File: config.mk
export PLATFORM = sky130hd
export DESIGN_NAME = bus_router
export DESIGN_NICKNAME = d
export VERILOG_FILES = /design/src/rtl/bus_router.sv
export SDC_FILE = /design/constraint.sdc
export NUM_CORES = 1
export LEC_CHECK = 0
export CORE_AREA = 2 2 135 137
export DETAILED_ROUTE_END_ITERATION = 10
export DIE_AREA = 0 0 137 139
export PLACE_DENSITY = 0.68
export SLEW_MARGIN = 40
export SYNTH_ARGS = -nofsm -noshare
export SYNTH_HDL_FRONTEND = slang
export SYNTH_SLANG_ARGS = --single-unit
File: constraint.sdc
create_clock -name clk -period 3.3 [get_ports clk]
set_input_delay 0.495 -clock clk [delete_from_list [all_inputs] [get_ports clk]]
set_output_delay 0.495 -clock clk [all_outputs]
set_load 0.02 [all_outputs]
File: src/rtl/bus_router.sv
// bus_router: address-decoding single-master to NSLV-slave router with wait states, timeout and error logging
module bus_router #(
  parameter int NSLV = 4,
  parameter logic [32*NSLV-1:0] SLV_BASE = {32'h4000_0000, 32'h2000_0000, 32'h1000_0000, 32'h0000_0000},
  parameter logic [32*NSLV-1:0] SLV_MASK = {32'hFFFF_F000, 32'hFFFF_F000, 32'hFFFF_0000, 32'hF000_0000},
  parameter int TIMEOUT = 256
) (
  input  logic              clk,
  input  logic              rst,
  input  logic              m_valid,
  input  logic              m_instr,
  input  logic [31:0]       m_addr,
  input  logic [31:0]       m_wdata,
  input  logic [3:0]        m_wstrb,
  output logic [31:0]       m_rdata,
  output logic              m_ready,
  output logic              m_error,
  output logic [NSLV-1:0]   s_valid,
  output logic              s_instr,
  output logic [31:0]       s_addr,
  output logic [31:0]       s_wdata,
  output logic [3:0]        s_wstrb,
  input  logic [32*NSLV-1:0] s_rdata,
  input  logic [NSLV-1:0]   s_ready,
  output logic [31:0]       err_addr,
  output logic [7:0]        err_count
);
  localparam int SW = NSLV > 1 ? $clog2(NSLV) : 1;
  localparam int CW = TIMEOUT > 2 ? $clog2(TIMEOUT) : 1;
  localparam logic [1:0] IDLE = 2'd0;
  localparam logic [1:0] WAIT = 2'd1;
  localparam logic [1:0] ERR  = 2'd2;
  logic [1:0]    state_q, state_d, st;
  logic [SW-1:0] sel_q, sel_d, idx;
  logic [CW-1:0] cnt_q, cnt_d;
  logic [31:0]   err_addr_q, err_addr_d;
  logic [7:0]    err_count_q, err_count_d;
  logic          hit, enter_err;
  assign s_instr   = m_instr;
  assign s_addr    = m_addr;
  assign s_wdata   = m_wdata;
  assign s_wstrb   = m_wstrb;
  assign err_addr  = err_addr_q;
  assign err_count = err_count_q;
  // While reset is held, outputs behave as if the FSM were already idle
  assign st = rst ? state_q : IDLE;
  always_comb begin
    hit = 1'b0;
    idx = '0;
    for (int k = NSLV - 1; k >= 0; k--)
      if ((m_addr & SLV_MASK[32*k +: 32]) == SLV_BASE[32*k +: 32]) begin
        hit = 1'b1;
        idx = SW'(k);
      end
  end
  always_comb begin
    s_valid     = '0;
    m_ready     = 1'b0;
    m_error     = 1'b0;
    m_rdata     = '0;
    state_d     = st;
    sel_d       = sel_q;
    cnt_d       = cnt_q;
    enter_err   = 1'b0;
    err_addr_d  = err_addr_q;
    err_count_d = err_count_q;
    if (st == IDLE) begin
      if (m_valid && hit) begin
        s_valid = NSLV'(1) << idx;
        sel_d   = idx;
        cnt_d   = '0;
        if (s_ready[idx]) begin
          m_ready = 1'b1;
          m_rdata = s_rdata[32*idx +: 32];
        end else begin
          state_d = WAIT;
        end
      end else if (m_valid) begin
        enter_err = 1'b1;
      end
    end else if (st == WAIT) begin
      s_valid = m_valid ? NSLV'(1) << sel_q : '0;
      m_rdata = s_rdata[32*sel_q +: 32];
      m_ready = s_ready[sel_q];
      if (s_ready[sel_q])
        state_d = IDLE;
      else if (cnt_q == CW'(TIMEOUT - 1))
        enter_err = 1'b1;
      else
        cnt_d = cnt_q + 1'b1;
    end else begin
      m_ready = 1'b1;
      m_error = 1'b1;
      state_d = IDLE;
    end
    if (enter_err) begin
      state_d     = ERR;
      err_addr_d  = m_addr;
      err_count_d = err_count_q + {7'd0, err_count_q != 8'hFF};
    end
  end
  always_ff @(posedge clk) begin
    if (!rst) begin
      state_q     <= IDLE;
      sel_q       <= '0;
      cnt_q       <= '0;
      err_addr_q  <= '0;
      err_count_q <= '0;
    end else begin
      state_q     <= state_d;
      sel_q       <= sel_d;
      cnt_q       <= cnt_d;
      err_addr_q  <= err_addr_d;
      err_count_q <= err_count_d;
    end
  end
endmodule
==> results.tsv <==
stage	metric	value	unit
finish	Total Nets Final	1026	
global_routing	Total Routing Usage GR	0.197	
power	Pwr Density	223	nW/um^2
sta	fin. max-slew vios	0	
outcome	outcome	finished, final reports clean	
logic_synthesis	Mapped Avg Cell Area	8.19	um^2
global_routing	GR peak layer	met2	
critical_path	Crit Path Class	input pin to primary output	
logic_synthesis	number of synthesized flops with an enable pin	0	
logic_synthesis	Synth area leader	dfxtp_1	
logic_synthesis	#FFs+latches synth	52	
finish	design area	8180	um^2
critical_path	crit path capture type	primary output	
clock_tree	clk root buf	clkbuf_16	
global_routing	met1 usage	0.228	
die	num rows	49	
detailed_routing	ANT nets after route	0	
logic_synthesis	Synth area leaders	dfxtp_1 (22%), mux4_2 (15%), buf_4 (11%)	
global_routing	initial antenna violation count	3	
power	Leakage	0.00295	uW
sta	min Tclk post-route	3230	ps
sta	fin crit share	0.980	
critical_path	critical-path maximum fanout	7	
clock_tree	CTS tree	done	
sta	Hold Slack	455	ps
global_routing	pin count of the biggest net entering global routing	79	
critical_path	arrival time worst endpoint	2740	ps
global_routing	first-pass GRT wire length	29400	um
placed_design	HPWL after detailed placement	14800	um
die	Initial Utilization	0.272	
clock_tree	clk slew on worst S/H paths	70	ps
logic_synthesis	syn nets	794	
finish	fill count	1722	
die	die area	19000	um^2
clock_tree	CTS Sinks	52	
placed_design	placed instance area	7610	um^2
clock_tree	deepest clock path buffer count	2	
sta	skew final	7.78	ps
die	Core Box Area	17700	um^2
placed_design	RePlAce Congestion	0.892	
clock_tree	CTS Hold Buffers Added	0	
detailed_routing	DRC Markers	0	
global_routing	GRT overflow	0	
sta	final hold viol count	0	
critical_path	crit path launch type	input pin	
sta	Slew HR	0.494	
detailed_routing	1st-iter DRT viols	215	
clock_tree	Inserted Clock Buffers	5	
logic_synthesis	Post-Synthesis Cell Area	4810	um^2
global_routing	met3 Use GR	0.0592	
logic_synthesis	asr flop ratio synth	0	
placed_design	Port Buffers	276	
logic_synthesis	sequential fraction of the synthesis area	0.217	
detailed_routing	Detailed Route WL	20600	um
logic_synthesis	Netlist cell types	51	
critical_path	WP data required	2800	ps
global_routing	vias in the first global route	5415	
clock_tree	Worst-Skew Late Latency	300	ps
finish	synth-to-layout area growth	70.3	%
detailed_routing	via count	5592	
detailed_routing	First-pass DRT Iterations	5	
logic_synthesis	Mapped Cells	587	
sta	fmax	309	MHz
die	IO Pins	351	
sta	Finish-stage setup viols	0	
detailed_routing	via-per-instance ratio	5.32	
global_routing	met2 usage	0.340	
logic_synthesis	Yosys Warn Count	0	
sta	Worst Tran Pin Value	759	ps
power	Worst VDD drop	0.286	mV
clock_tree	htree depth	2	
logic_synthesis	prevailing post-synth register cell	dfxtp_1	
die	Die H	139	um
logic_synthesis	Yosys top cell area share	0.217	
hold_path	Hold WC Path Type	register to register	
die	Die Width	137	um
detailed_routing	WL per Instance	19.6	um
run	Max Cap Violations	0	
finish	share of layout cells above drive strength 1	0.276	
## layout by cell type (no fill, tap or decap), types with 4 or more instances in the layout
cell type	count
o21ai_4	7
xnor2_1	7
a221oi_1	11
nand2b_1	4
clkdlybuf4s50_1	221
a21boi_1	4
dfxtp_1	50
o21ai_0	7
or4_4	4
a22oi_1	32
dlygate4sd2_1	8
inv_1	5
buf_4	58
nand4_1	6
buf_6	25
o21ai_2	24
buf_12	9
mux4_2	33
nor2_1	41
nand3_1	72
nor3_1	8
clkbuf_2	5
buf_2	10
clkbuf_16	8
nand2_1	80
a221oi_2	20
## repair_timing
item | in CTS | in global routing
resized for setup | 187 | 86
pin swaps | 12 | 16
endpoints found under the setup margin | 36 | 34
cloned | 2 | 4
endpoints found under the hold margin | 0 | 0
buffers inserted | 4 | 5
## synth_stat cells, types with 2 or more instances
cell type / count
buf_2: 5
o31ai_1: 3
ha_1: 3
nor2b_1: 3
nand4_1: 6
nor3_1: 8
nand2b_1: 4
a21oi_1: 2
o21ai_2: 21
buf_1: 10
buf_4: 70
buf_6: 5
nand3_1: 72
nand2_1: 81
nor3_2: 2
mux4_2: 33
inv_1: 5
a21boi_1: 4
or3_1: 3
a221oi_1: 32
o21ai_0: 9
a22oi_1: 33
mux2i_1: 2
or4_4: 3
and2_1: 4
xnor2_1: 7
dfxtp_1: 52
a21boi_0: 2
o21ai_1: 11
or4_1: 3
nor2_1: 42
clkbuf_1: 28
## critical path, stage by stage
cell and delay [ps]:
dlygate4sd2_1 260, or4_4 440, buf_6 140, nor3_4 280, o21ai_2 120, a221o_2 460, nand2_8 140, buf_12 180
o21ai_4 80, buf_6 130
## sequential cells by signal, indices dropped and copies added, names as in the netlist
| name | flops |
|---|---|
| err_addr | 32 |
| cnt_q | 8 |
| err_count | 8 |
| sel_q | 2 |
| state_q | 2 |
## stage by stage
stage | instances | total power (uW) | util | setup slack [ps] | TNS [ps]
2_1_floorplan | 587 | 986 | - | 315 | 0
3_3_place_gp | 1027 | 1290 | 0.431 | -630 | -19460
3_5_place_dp | 1027 | 1290 | 0.431 | -657 | -20550
4_1_cts | 1041 | 1830 | 0.441 | 0.0688 | 0
5_1_grt | 1051 | 1910 | 0.463 | -7.67 | -19.9
6_report | 1051 | 1830 | 0.463 | 65.7 | 0
## area by class of cell
class,instances,area [um^2],share of cell area
inverters,5,18.8,0.00229
clock buffers,5,125,0.0153
multi-input cells,412,3300,0.403
well taps,229,287,0.0350
flip-flops and latches,52,1040,0.128
clock inverters,3,21.3,0.00260
repair buffers,343,3390,0.414
diodes,2,5.00,0.000612
## routing by layer
| layer | routed length, um | up-vias |
|---|---|---|
| li1 | - | 2587 |
| met1 | 7660 | 2623 |
| met2 | 9960 | 329 |
| met3 | 2230 | 51 |
| met4 | 724 | 2 |
| met5 | 13 | - |
## logic make-up after synthesis
family          share of synthesized area
flops                               0.217
xor+xnor                           0.0128
fa+ha+maj                         0.00781
mux                                 0.159
simple gates                        0.247
compound gates                      0.198
buf+inv                             0.160
## final timing paths
check,startpoint,endpoint,slack [ps],cells past startpoint
min reg2reg,err_addr[30],err_addr[30],450,2
min,err_addr[30],err_addr[30],450,2
max,m_addr[16],m_rdata[17],70,10
max reg2reg,sel_q[1],err_count[5],750,7
## power breakdown
| group | switching, uW | total, uW | internal (uW) |
|---|---|---|---|
| sequential | 16.6 | 673 | 656 |
| combinational | 268 | 625 | 358 |
| clock | 247 | 530 | 283 |
| total | 531 | 1830 | 1300 |
No activity file was read; power rests on OpenSTA's default activity.
